==> src/rtl/prbs_rx_check_pkg.sv <==
// Shared PRBS definitions: the 24-bit LFSR step, the start pattern, the transmitter's
// error-injection mask and the checker FSM states.
package prbs_rx_check_pkg;

  localparam logic [47:0] START_PATTERN = 48'hFFFFFF000000;
  localparam logic [47:0] ERR_INJ_MASK  = 48'h608000400100;
  localparam int          LOCK_GOOD     = 4;
  localparam int          LOSS_BAD      = 4;
  localparam int          CNT_W         = 3;

  typedef enum logic [1:0] {
    HUNT,
    CHECK,
    LOCKED
  } rx_state_e;

  function automatic logic [23:0] prbs_step(input logic [23:0] s);
    return {s[22:0], s[23] ^ s[22] ^ s[21] ^ s[16]};
  endfunction

  // Word that follows w = {H, L}: the low half is the newest LFSR state.
  function automatic logic [47:0] prbs_next_word(input logic [47:0] w);
    logic [23:0] a;
    a = prbs_step(w[23:0]);
    return {a, prbs_step(a)};
  endfunction

endpackage

==> src/rtl/prbs_rx_check_if.sv <==
// Receive-side bus between the link and the PRBS checker, plus the checker status outputs.
interface prbs_rx_check_if #(
  parameter int ERR_W = 16
);
  logic             DATA_VALID;
  logic [47:0]      RX_DATA;
  logic             STRT_LTNCY;
  logic             CLR_CNT;
  logic             SYNC;
  logic             ERR;
  logic [ERR_W-1:0] ERR_CNT;
  logic [7:0]       LATENCY;
  logic             LTNCY_VALID;
  logic [23:0]      BIT_ERR_CNT;

  modport master (
    output DATA_VALID, RX_DATA, STRT_LTNCY, CLR_CNT,
    input  SYNC, ERR, ERR_CNT, LATENCY, LTNCY_VALID, BIT_ERR_CNT
  );

  modport slave (
    input  DATA_VALID, RX_DATA, STRT_LTNCY, CLR_CNT,
    output SYNC, ERR, ERR_CNT, LATENCY, LTNCY_VALID, BIT_ERR_CNT
  );
endinterface

==> src/rtl/prbs_rx_check_predict.sv <==
// Predictor register: seeds from a received word or flywheels from its own last prediction.
module prbs_rx_predict
  import prbs_rx_check_pkg::*;
(
  input  logic        clk_i,
  input  logic        rst_i,
  input  logic        seed_i,
  input  logic        advance_i,
  input  logic [47:0] data_i,
  output logic [47:0] expected_o
);
  logic [47:0] pred_q, pred_d;

  always_comb begin
    pred_d = pred_q;
    if (seed_i) begin
      pred_d = prbs_next_word(data_i);
    end else if (advance_i) begin
      pred_d = prbs_next_word(pred_q);
    end
  end

  always_ff @(posedge clk_i) begin
    if (rst_i) begin
      pred_q <= '0;
    end else begin
      pred_q <= pred_d;
    end
  end

  assign expected_o = pred_q;

endmodule

==> src/rtl/prbs_rx_check.sv <==
// PRBS receive checker: hunt/check/locked sync FSM, word-error and latency counters.
// Define PRBS_RX_BITERR_EN to build the saturating bit-error counter.
module prbs_rx_check
  import prbs_rx_check_pkg::*;
#(
  parameter int ERR_W = 16
) (
  input  logic           CLK,
  input  logic           RST,
  prbs_rx_check_if.slave rx_if
);
  rx_state_e        state_q, state_d;
  logic [CNT_W-1:0] good_q, good_d, bad_q, bad_d;
  logic             err_q, strt_q, armed_q, ltncy_valid_q;
  logic [ERR_W-1:0] err_cnt_q;
  logic [7:0]       latency_q;
  logic [47:0]      expected;
  logic             is_start, word_live, consistent, match, strt_rise;
  logic             seed, advance, locked_miss;

  assign is_start   = rx_if.DATA_VALID && (rx_if.RX_DATA == START_PATTERN);
  assign word_live  = rx_if.DATA_VALID && !is_start;
  assign consistent = (rx_if.RX_DATA[23:0] == prbs_step(rx_if.RX_DATA[47:24]));
  assign match      = (rx_if.RX_DATA == expected);
  assign strt_rise  = rx_if.STRT_LTNCY && !strt_q;

  prbs_rx_predict u_predict (
    .clk_i      (CLK),
    .rst_i      (RST),
    .seed_i     (seed),
    .advance_i  (advance),
    .data_i     (rx_if.RX_DATA),
    .expected_o (expected)
  );

  always_comb begin
    state_d     = state_q;
    good_d      = good_q;
    bad_d       = bad_q;
    seed        = 1'b0;
    advance     = 1'b0;
    locked_miss = 1'b0;
    if (is_start) begin
      state_d = HUNT;
      good_d  = '0;
      bad_d   = '0;
    end else if (rx_if.DATA_VALID) begin
      case (state_q)
        HUNT: begin
          if (consistent) begin
            seed    = 1'b1;
            good_d  = CNT_W'(1);
            state_d = CHECK;
          end
        end
        CHECK: begin
          advance = 1'b1;
          if (match) begin
            good_d = good_q + CNT_W'(1);
            if (good_q == CNT_W'(LOCK_GOOD - 1)) begin
              state_d = LOCKED;
              bad_d   = '0;
            end
          end else begin
            state_d = HUNT;
            good_d  = '0;
          end
        end
        LOCKED: begin
          advance = 1'b1;
          if (!match) begin
            locked_miss = 1'b1;
            good_d      = '0;
            bad_d       = bad_q + CNT_W'(1);
            if (bad_q == CNT_W'(LOSS_BAD - 1)) begin
              state_d = HUNT;
              bad_d   = '0;
            end
          end else begin
            bad_d = '0;
          end
        end
        default: state_d = HUNT;
      endcase
    end
  end

  always_ff @(posedge CLK) begin
    if (RST) begin
      state_q   <= HUNT;
      good_q    <= '0;
      bad_q     <= '0;
      err_q     <= 1'b0;
      err_cnt_q <= '0;
    end else begin
      state_q <= state_d;
      good_q  <= good_d;
      bad_q   <= bad_d;
      err_q   <= locked_miss;
      if (rx_if.CLR_CNT) begin
        err_cnt_q <= '0;
      end else if (locked_miss && (err_cnt_q != '1)) begin
        err_cnt_q <= err_cnt_q + ERR_W'(1);
      end
    end
  end

  // A rise with a live word in the same cycle measures zero and finishes at once.
  always_ff @(posedge CLK) begin
    if (RST) begin
      strt_q        <= 1'b0;
      armed_q       <= 1'b0;
      latency_q     <= '0;
      ltncy_valid_q <= 1'b0;
    end else begin
      strt_q <= rx_if.STRT_LTNCY;
      if (strt_rise) begin
        armed_q <= !word_live;
      end else if (word_live) begin
        armed_q <= 1'b0;
      end
      if (rx_if.CLR_CNT) begin
        latency_q     <= '0;
        ltncy_valid_q <= 1'b0;
      end else if (strt_rise) begin
        latency_q     <= '0;
        ltncy_valid_q <= word_live;
      end else if (armed_q) begin
        if (latency_q != 8'hFF) begin
          latency_q <= latency_q + 8'd1;
        end
        if (word_live) begin
          ltncy_valid_q <= 1'b1;
        end
      end
    end
  end

`ifdef PRBS_RX_BITERR_EN
  logic [23:0] bit_err_q;
  logic [5:0]  bit_diff;
  logic [24:0] bit_sum;

  assign bit_diff = 6'($countones(rx_if.RX_DATA ^ expected));
  assign bit_sum  = {1'b0, bit_err_q} + 25'(bit_diff);

  always_ff @(posedge CLK) begin
    if (RST || rx_if.CLR_CNT) begin
      bit_err_q <= '0;
    end else if (locked_miss) begin
      bit_err_q <= bit_sum[24] ? 24'hFFFFFF : bit_sum[23:0];
    end
  end

  assign rx_if.BIT_ERR_CNT = bit_err_q;
`else
  assign rx_if.BIT_ERR_CNT = '0;
`endif

  assign rx_if.SYNC        = (state_q == LOCKED);
  assign rx_if.ERR         = err_q;
  assign rx_if.ERR_CNT     = err_cnt_q;
  assign rx_if.LATENCY     = latency_q;
  assign rx_if.LTNCY_VALID = ltncy_valid_q;

endmodule

==> src/flat_wrapper.sv <==
// flat-port wrapper written by rule: the top's interface ports become plain ports
module prbs_rx_check_flat import prbs_rx_check_pkg::*;
#(
  parameter int ERR_W = 16
)
  (CLK, RST, rx_if_DATA_VALID, rx_if_RX_DATA, rx_if_STRT_LTNCY, rx_if_CLR_CNT, rx_if_SYNC, rx_if_ERR, rx_if_ERR_CNT, rx_if_LATENCY, rx_if_LTNCY_VALID, rx_if_BIT_ERR_CNT);
  prbs_rx_check_if #(.ERR_W(ERR_W)) rx_if_i ();
  input  logic CLK;
  input  logic RST;
  input wire logic [$bits(rx_if_i.DATA_VALID)-1:0] rx_if_DATA_VALID;
  input wire logic [$bits(rx_if_i.RX_DATA)-1:0] rx_if_RX_DATA;
  input wire logic [$bits(rx_if_i.STRT_LTNCY)-1:0] rx_if_STRT_LTNCY;
  input wire logic [$bits(rx_if_i.CLR_CNT)-1:0] rx_if_CLR_CNT;
  output wire logic [$bits(rx_if_i.SYNC)-1:0] rx_if_SYNC;
  output wire logic [$bits(rx_if_i.ERR)-1:0] rx_if_ERR;
  output wire logic [$bits(rx_if_i.ERR_CNT)-1:0] rx_if_ERR_CNT;
  output wire logic [$bits(rx_if_i.LATENCY)-1:0] rx_if_LATENCY;
  output wire logic [$bits(rx_if_i.LTNCY_VALID)-1:0] rx_if_LTNCY_VALID;
  output wire logic [$bits(rx_if_i.BIT_ERR_CNT)-1:0] rx_if_BIT_ERR_CNT;
  assign rx_if_i.DATA_VALID = rx_if_DATA_VALID;
  assign rx_if_i.RX_DATA = rx_if_RX_DATA;
  assign rx_if_i.STRT_LTNCY = rx_if_STRT_LTNCY;
  assign rx_if_i.CLR_CNT = rx_if_CLR_CNT;
  assign rx_if_SYNC = rx_if_i.SYNC;
  assign rx_if_ERR = rx_if_i.ERR;
  assign rx_if_ERR_CNT = rx_if_i.ERR_CNT;
  assign rx_if_LATENCY = rx_if_i.LATENCY;
  assign rx_if_LTNCY_VALID = rx_if_i.LTNCY_VALID;
  assign rx_if_BIT_ERR_CNT = rx_if_i.BIT_ERR_CNT;
  prbs_rx_check #(.ERR_W(ERR_W)) u_core (.CLK(CLK), .RST(RST), .rx_if(rx_if_i));
endmodule
==> config.mk <==
export PLATFORM = sky130hd
export DESIGN_NAME = prbs_rx_check_flat
export DESIGN_NICKNAME = d
export VERILOG_FILES = /design/src/rtl/prbs_rx_check_pkg.sv /design/src/rtl/prbs_rx_check_if.sv /design/src/rtl/prbs_rx_check_predict.sv /design/src/rtl/prbs_rx_check.sv /design/src/flat_wrapper.sv
export SDC_FILE = /design/constraint.sdc
export NUM_CORES = 1
export LEC_CHECK = 0
export CORE_AREA = 2 2 93 95
export DETAILED_ROUTE_END_ITERATION = 10
export DIE_AREA = 0 0 95 97
export PLACE_DENSITY_LB_ADDON = 0.25
export SYNTH_ARGS = -nofsm -noshare
export SYNTH_HDL_FRONTEND = slang
export SYNTH_HIERARCHICAL = 1
export SYNTH_SLANG_ARGS = --single-unit
==> constraint.sdc <==
create_clock -name CLK -period 7.4 [get_ports CLK]
set_input_delay 0.74 -clock CLK [delete_from_list [all_inputs] [get_ports CLK]]
set_output_delay 0.74 -clock CLK [all_outputs]
set_load 0.05 [all_outputs]
==> results of run 1 <==
-- metrics by stage --
stage          power (mW)  cells  utilization [%]  instance area [um2]
3_5_place_dp       0.4574    668            60.08                 4887
6_report           0.7880    684            62.84                 5111
2_1_floorplan      0.4136    545                -                 4380
4_1_cts            0.7941    684            62.84                 5111
3_3_place_gp       0.4568    668            60.08                 4887
5_1_grt            0.8133    684            62.84                 5111
-- cell usage in the layout (no fill, tap or decap), types with 2 or more instances in the layout --
cell             instances
nand3_1                 17
dfxtp_1                 61
clkinv_2                 2
buf_4                    3
or2_2                    2
ha_1                    10
nor3_1                   5
and3_1                   4
clkbuf_8                10
and2_1                   3
a21oi_2                  3
bufinv_16                2
nand2_1                 25
nand2b_1                 3
clkdlybuf4s50_1         79
nor2b_1                  2
mux2i_1                 33
a21oi_1                 33
or3_1                    8
nor4_1                  14
or4_1                    5
xnor2_1                 67
o21ai_1                  4
xor2_1                  27
o21ai_0                  5
conb_1                  24
nand4_1                 28
nor2_1                  69
inv_1                   10
a211o_1                  2
-- flip-flops by register name, indices dropped and copies added, names as in the netlist --
register                     count
u_core/armed_q                   1
u_core/bad_q                     3
u_core/good_q                    3
u_core/rx_if.ERR                 1
u_core/rx_if.ERR_CNT            16
u_core/rx_if.LATENCY             8
u_core/rx_if.LTNCY_VALID         1
u_core/state_q                   2
u_core/strt_q                    1
u_core/u_predict/expected_o     25
-- kinds of logic (layout without fill, tap and decap cells) --
kind of cell	Yosys count	in the layout	synth area share, %
AND/OR/NAND/NOR	191	191	22.14
XOR/XNOR	95	95	19.55
AO/OA/AOI/OAI	57	57	8.043
flip-flops	61	61	28.44
buffers and inverters	74	108	11.13
adder cells (fa/ha/maj)	10	10	2.914
other	1	24	0.08733
multiplexers	33	33	7.692
-- worst max-delay path, stage by stage --
cell and delay (ns):
clkdlybuf4s50_1 0.52, or4b_1 0.54, or4_1 0.50, nor3_1 0.39
nor2_2 0.08, buf_4 0.28, mux2i_1 0.21, nor2_1 0.06
a21oi_1 0.14, nor2_1 0.05
-- where the power goes --
| part | switching [mW] | internal [mW] |
|---|---|---|
| sequential | 0.000586 | 0.329 |
| combinational | 0.0739 | 0.0483 |
| clock | 0.138 | 0.198 |
| total | 0.213 | 0.575 |
-- routing by layer --
layer	vias up	track usage, %
li1	1836	-
met4	0	8.138
met5	-	0
met1	1801	32.46
met3	20	4.439
met2	151	37.70
-- layout make-up --
| cell class | instances | area share (%) |
|---|---|---|
| Tap cell | 105 | 2.570 |
| Multi-Input combinational cell | 410 | 52.51 |
| Inverter | 10 | 0.7344 |
| Clock buffer | 10 | 2.693 |
| Sequential cell | 61 | 23.89 |
| Timing Repair Buffer | 82 | 15.91 |
| Clock inverter | 6 | 1.689 |
-- worst min-delay path by stage --
stage / startpoint / end / slack (ns)
2_1_floorplan: u_core/bad_q[2] / u_core/bad_q[2] / 0.41
3_3_place_gp: u_core/bad_q[2] / u_core/bad_q[2] / 0.42
3_5_place_dp: u_core/bad_q[2] / u_core/bad_q[2] / 0.43
4_1_cts: u_core/bad_q[2] / u_core/bad_q[2] / 0.44
5_1_grt: u_core/bad_q[2] / u_core/bad_q[2] / 0.47
6_report: u_core/bad_q[2] / u_core/bad_q[2] / 0.44
==> results.yml, run 1 <==
run_status:
  status: "finished clean"
setup_path:
  timing.rr.end: "u_core/rx_if.ERR_CNT[1]"
  critical_path.max_fanout: 27
  worstReg2RegStart: "u_core/u_predict/expected_o[44]"
  r2r_slack_ns: 4.64
  critPathKind: "in -> reg"
  r2r_cells: 7
  start_kind: "input pin"
  worstPathRequired_ns: 7.62
  critical_path.endpoint: "u_core/u_predict/expected_o[34]"
  cp-end-kind: "flip-flop"
  arrival_ns: 3.53
  crit_start: "rx_if_RX_DATA[3]"
detailed_routing:
  met3_length_um: 691
  viasPerCell: 5.567
  drc: 0
  finalWirelength_um: 10980
  wl_met1_um: 4930
  firstDrtPassIters: 6
  ant_nets: 0
  vias: 3808
  met2_wirelength_um: 5142
  dr.first_iter.drc_count: 250
  highest_layer: "met4"
  wl_per_cell_um: 16.05
sta:
  rsz0062_at_grt: "no"
  hold_ws_ns: 0.4440
  slew_viol_final: 0
  skew_ns: 0.006358
  fin_crit_ns: 3.311
  fmax_mhz: 302.1
  hold_viol_final: 0
  layout_setup_ws_ns: 4.089
  max_slew.worst_pin.slew_ns: 0.9452
  finalSetupViolCount: 0
  tns_ns: 0
  post-route-period-util_pct: 44.74
  slew_headroom_pct: 36.99
cts:
  cts.clk_slew.worst_paths_ns: 0.07
  clkSinkCount: 61
  cts_buffers: 9
  post_cts_buffers: 0
  clk_latency_ns: 0.34
  cts_root_buf: "clkbuf_8"
  tritoncts: "built"
  cts_resized: 0
  cts_buffer_depth: 2
  hold_buffers: 0
  cts_htree_levels: 3
cells_and_area:
  n_antenna_cell: 0
  multi_input_area_um2: 2684
  drive_above_1_share_pct: 5.009
  regArea_um2: 1221
  nFillCells: 738
  final_nets: 637
  area_delta_synth_final_pct: 19.03
floorplanning:
  core_area_um2: 8134
  die_w_um: 95
  die_h_um: 97
  num_io_pins: 104
  initial_utilization_pct: 52.79
  rows: 33
  die_area_um2: 9215
synth:
  synth_edf_count: 0
  synth.distinct_cells: 46
  yosysTopAreaCell: "dfxtp_1"
  synthTopCellsByCount: "nor2_1 (70), xnor2_1 (67), dfxtp_1 (61)"
  synthArstFlopShare_pct: 0
  synthTopCellsByArea: "dfxtp_1 (28%), xnor2_1 (14%), buf_4 (8.7%)"
  ys.flop_type: "dfxtp_1"
  yosysSeqAreaShare_pct: 28.44
  synth_area_per_cell_um2: 8.226
  syn-cell-area_um2: 4294
  yosysTopAreaCellShare_pct: 28.44
  yosysMostFrequentCell: "nor2_1"
  ys_ff_latch: 61
  synthCells: 522
  synth_warnings: 6
run:
  max-cap-violations: 0
worst_hold_path:
  hold_depth: 2
  min_path_type: "reg -> reg"
place:
  port_buffers: 79
  gp_congestion: 0.9701
  dp.final_hpwl_um: 8395
  pre_cts_ws_ns: 3.808
global_route:
  grt-ovfl-total: 0
  grt_pass1_vias: 3584
  antenna_found_initial: 0
  track_usage_pct: 23.88
  grt_max_degree: 51
  grt_pass1_wl_um: 17530
power:
  ir_drop_mv: 0.09822
  p_leak_nw: 1.746
  power.density_nw_per_um2: 154.2
Power figures use the tool's default switching activity.
==> run 2, diff against run 1 <==
--- a/config.mk
+++ b/config.mk
@@ -5,9 +5,9 @@
 export SDC_FILE = /design/constraint.sdc
 export NUM_CORES = 1
 export LEC_CHECK = 0
-export CORE_AREA = 2 2 93 95
+export CORE_AREA = 2 2 95 97
 export DETAILED_ROUTE_END_ITERATION = 10
-export DIE_AREA = 0 0 95 97
+export DIE_AREA = 0 0 97 99
 export PLACE_DENSITY_LB_ADDON = 0.25
 export SYNTH_ARGS = -nofsm -noshare
 export SYNTH_HDL_FRONTEND = slang
==> constraint.sdc (replaced) <==
create_clock -name CLK -period 3.5 [get_ports CLK]
set_input_delay 0.35 -clock CLK [delete_from_list [all_inputs] [get_ports CLK]]
set_output_delay 0.35 -clock CLK [all_outputs]
set_load 0.05 [all_outputs]
==> results.yml, run 2 (synthesis results as in run 1) <==
setup_path:
  critical_path.max_fanout: 16
  worstReg2RegStart: "u_core/u_predict/expected_o[44]"
  worst-path-buf-inv: 2
  cp-end-kind: "flip-flop"
  max_stage_delay_ns: 0.53
  r2r_cells: 8
  critical_path.endpoint: "u_core/u_predict/expected_o[26]"
  crit_start: "rx_if_RX_DATA[3]"
  worstPathRequired_ns: 3.73
  crit_chain: "clkdlybuf4s50_1 > or4b_1 > or4_1 > nor3_1 > nor2_2 > buf_12 > mux2i_1 > nor2_1 > a21oi_1 > nor2_1"
  arrival_ns: 3.08
  cp.depth: 10
  cp_top_family: "simple AND/OR/NAND/NOR gates"
  timing.rr.end: "u_core/rx_if.ERR_CNT[13]"
  start_kind: "input pin"
  cpMaxStageDelayCell: "or4b_1"
  r2r_slack_ns: 0.97
  critPathKind: "in -> reg"
  crit_top_cell: "nor2_1"
power:
  swShare_pct: 28.13
  power.internal_mw: 1.202
  ir_drop_mv: 0.2270
  power.switching_mw: 0.4705
  power_frac_comb_pct: 15.6
  clock_power_share_pct: 42.8
  power.density_nw_per_um2: 323.2
  p_leak_nw: 1.772
  pwr-share-seq_pct: 41.6
  fin_total_pwr_mw: 1.673
cells_and_area:
  final_cells: 692
  largest_reg_flops: 25
  final_common_cell: "clkdlybuf4s50_1"
  final_nets: 642
  n_antenna_cell: 0
  area_delta_synth_final_pct: 20.51
  nFillCells: 801
  layout_common_cells: "clkdlybuf4s50_1 (79), nor2_1 (69), xnor2_1 (67), dfxtp_1 (61)"
  final_util_pct: 60.52
  drive_above_1_share_pct: 5.822
place:
  gp_congestion: 0.9516
  port_buffers: 79
  dp.cells: 676
  dp.final_hpwl_um: 8345
floorplanning:
  initial_utilization_pct: 50.22
  die_w_um: 97
  num_io_pins: 104
  die_area_um2: 9603
  die_h_um: 99
  rows: 34
  core_area_um2: 8551
sta:
  finalSetupViolCount: 0
  hold_viol_final: 0
  skew_ns: 0.01319
  fin_crit_ns: 2.847
  slew_viol_final: 0
  post-route-period-util_pct: 81.33
  slew_headroom_pct: 36.64
  rsz0062_at_grt: "no"
  tns_ns: 0
  max_slew.worst_pin.slew_ns: 0.9504
  fmax_mhz: 351.3
global_route:
  antenna_found_initial: 0
  grt_max_degree: 33
  grt_pass1_wl_um: 17610
  track_usage_pct: 22.78
  grt-ovfl-total: 0
  grt_pass1_vias: 3475
run:
  max-cap-violations: 0
cts:
  cts_buffer_depth: 2
  cts_root_buf: "clkbuf_8"
  cts_htree_levels: 3
  cts_resized: 0
  clk_latency_ns: 0.35
  cts.clk_slew.worst_paths_ns: 0.08
  cts_buffers: 9
  clkSinkCount: 61
  tritoncts: "built"
  hold_buffers: 0
  post_cts_buffers: 0
detailed_routing:
  finalWirelength_um: 10940
  drc: 0
  vias: 3813
  wl_per_cell_um: 15.81
  dr.first_iter.drc_count: 280
  firstDrtPassIters: 8
  viasPerCell: 5.510
  ant_nets: 0
worst_hold_path:
  min_path_type: "reg -> reg"
  hold_depth: 2
run_status:
  status: "finished clean"
run 2: metal layers:
metal  up-vias  routed length [um]  part of all wire, %  track usage (%)
li1       1850                   -                    -                -
met5         -                   0                    0                0
met2       172                4983                   46            34.99
met1      1769                4918                   45            31.83
met3        22                 805                  7.4            4.326
met4         0                 231                  2.1            8.667
run 2: worst min-delay path by stage:
stage                     slack [ns]             from               to
after global routing            0.45  u_core/bad_q[2]  u_core/bad_q[2]
final                           0.43  u_core/bad_q[2]  u_core/bad_q[2]
after CTS                       0.44  u_core/bad_q[2]  u_core/bad_q[2]
after global placement          0.42  u_core/bad_q[2]  u_core/bad_q[2]
after floorplan                 0.41  u_core/bad_q[2]  u_core/bad_q[2]
after detailed placement        0.42  u_core/bad_q[2]  u_core/bad_q[2]
run 2: area by class of cell:
class                      instances  area, um2  share of cell area [%]
clock buffer                       9      123.9                   2.394
tap                              108      135.1                   2.611
inverter                          10      37.54                  0.7253
clock inverter                     7      97.59                   1.886
timing repair buffer              87      875.8                   16.92
multi-input combinational        410       2684                   51.86
sequential                        61       1221                   23.60
run 2: worst reg2reg max path: cells and delay by family (launching register included):
kind,cells,cell delay [ns]
AO/OA/AOI/OAI,2,0.68
XOR/XNOR,1,0.13
buffers and inverters,1,0.15
flip-flops,1,0.53
AND/OR/NAND/NOR,4,0.98
run 2: power by group through the flow:
| stage | combinational [mW] | clock (mW) | sequential [mW] |
|---|---|---|---|
| after floorplan | 0.160 | 0 | 0.714 |
| after global placement | 0.256 | 0 | 0.713 |
| after detailed placement | 0.256 | 0 | 0.713 |
| after CTS | 0.257 | 0.721 | 0.696 |
| after global routing | 0.274 | 0.754 | 0.696 |
| final | 0.260 | 0.716 | 0.696 |
run 2: metrics by stage:
stage / worst slack (ns) / hold WS (ns) / instance area [um2]
global route: 0.5161 / 0.4546 / 5175
CTS: 0.6906 / 0.4352 / 5175
finish: 0.6533 / 0.4318 / 5175
global placement: 0.3739 / 0.4212 / 4954
floorplan: 0.9231 / 0.4088 / 4380
detailed placement: 0.3235 / 0.4238 / 4954
==> run 3, diff against run 2 <==
==> constraint.sdc (replaced) <==
create_clock -name CLK -period 2.82 [get_ports CLK]
set_input_delay 0.282 -clock CLK [delete_from_list [all_inputs] [get_ports CLK]]
set_output_delay 0.282 -clock CLK [all_outputs]
set_load 0.05 [all_outputs]
==> results.yml, run 3 (synthesis results as in run 1) <==
worst_hold_path:
  min_path_type: "reg -> reg"
setup_path:
  cp-end-kind: "flip-flop"
  arrival_ns: 2.88
  worstPathRequired_ns: 3.09
  start_kind: "input pin"
  critPathKind: "in -> reg"
  critical_path.max_fanout: 18
run_status:
  status: "finished clean"
floorplanning:
  num_io_pins: 104
  rows: 34
  die_h_um: 99
  die_area_um2: 9603
  core_area_um2: 8551
  initial_utilization_pct: 50.22
  die_w_um: 97
sta:
  post-route-period-util_pct: 92.66
  skew_ns: 0.009480
  slew_viol_final: 0
  rsz0062_at_grt: "no"
  layout_setup_ws_ns: 0.2071
  fmax_mhz: 382.7
  max_slew.worst_pin.slew_ns: 0.9317
  slew_headroom_pct: 37.89
  finalSetupViolCount: 0
  hold_ws_ns: 0.4389
  hold_viol_final: 0
  fin_crit_ns: 2.613
cts:
  tritoncts: "built"
  post_cts_buffers: 0
  cts_htree_levels: 3
  cts_buffer_depth: 2
  clkSinkCount: 61
  cts_root_buf: "clkbuf_8"
  cts_buffers: 9
  hold_buffers: 0
  clk_latency_ns: 0.35
  cts.clk_slew.worst_paths_ns: 0.07
  cts_resized: 0
global_route:
  grt-ovfl-total: 0
  grt_pass1_vias: 3716
  grt_pass1_wl_um: 18410
  track_usage_pct: 23.86
  antenna_found_initial: 0
  grt_max_degree: 31
detailed_routing:
  vias: 3873
  wl_per_cell_um: 15.89
  ant_nets: 0
  drc: 0
  viasPerCell: 5.394
  finalWirelength_um: 11410
  firstDrtPassIters: 4
  dr.first_iter.drc_count: 302
run:
  max-cap-violations: 0
place:
  dp.final_hpwl_um: 8824
  gp_congestion: 0.9334
  port_buffers: 79
  dp.cells: 702
  pre_cts_ws_ns: -0.1203
cells_and_area:
  largest_reg_flops: 25
  final_common_cell: "clkdlybuf4s50_1"
  final_cells: 718
  layout_common_cells: "clkdlybuf4s50_1 (79), nor2_1 (69), xnor2_1 (67), dfxtp_1 (61)"
  drive_above_1_share_pct: 9.672
  n_antenna_cell: 0
  final_nets: 668
  area_delta_synth_final_pct: 24.88
power:
  p_leak_nw: 1.899
  ir_drop_mv: 0.2199
  power.density_nw_per_um2: 387.7
[run 3: path summary, 6_finish.rpt]
path	startpoint	to	slack, ns	cells past startpoint
setup / recovery	rx_if_RX_DATA[5]	u_core/u_predict/expected_o[43]	0.21	9
setup reg to reg	u_core/u_predict/expected_o[44]	u_core/good_q[2]	0.48	8
hold / removal	u_core/bad_q[2]	u_core/bad_q[2]	0.44	2
hold reg to reg	u_core/bad_q[2]	u_core/bad_q[2]	0.44	2
[run 3: where the power goes]
part,switching [mW],leakage (nW),internal (mW)
sequential,0.00138,0.492,0.863
clock,0.368,0.107,0.498
combinational,0.201,1.30,0.148
[run 3: final cells by class]
| cell class | instances | area, um2 |
|---|---|---|
| clock buffers | 10 | 127.6 |
| clock inverters | 6 | 86.33 |
| fillers | 754 | 3188 |
| inverters | 10 | 37.54 |
| multi-input cells | 410 | 2684 |
| flip-flops and latches | 61 | 1221 |
| well taps | 108 | 135.1 |
| repair buffers | 113 | 1071 |
[run 3: stage by stage]
stage          utilization, %  power, mW  area (um2)  setup TNS, ns
2_1_floorplan               -      1.085        4380              0
3_3_place_gp            60.21      1.228        5149         -1.891
3_5_place_dp            60.21      1.229        5149         -2.467
4_1_cts                 62.72      2.095        5363              0
5_1_grt                 62.72      2.157        5363              0
6_report                62.72      2.079        5363              0
[run 3: critical path, cell delays in order]
cell and delay (ns):
clkdlybuf4s50_1 0.47, or4b_1 0.51, or4_1 0.50, o31a_1 0.37, and3_1 0.25, buf_4 0.22, nor2_1 0.11, a21oi_1 0.05
nor2_1 0.11
[run 3: metal layers]
layer  up-vias  routed length, um  GRT usage, %
li1       1893                  -             -
met2       142               5306         39.74
met1      1827               5296         32.01
met3        11                670         3.901
met4         0                139         6.934
met5         -                  0             0
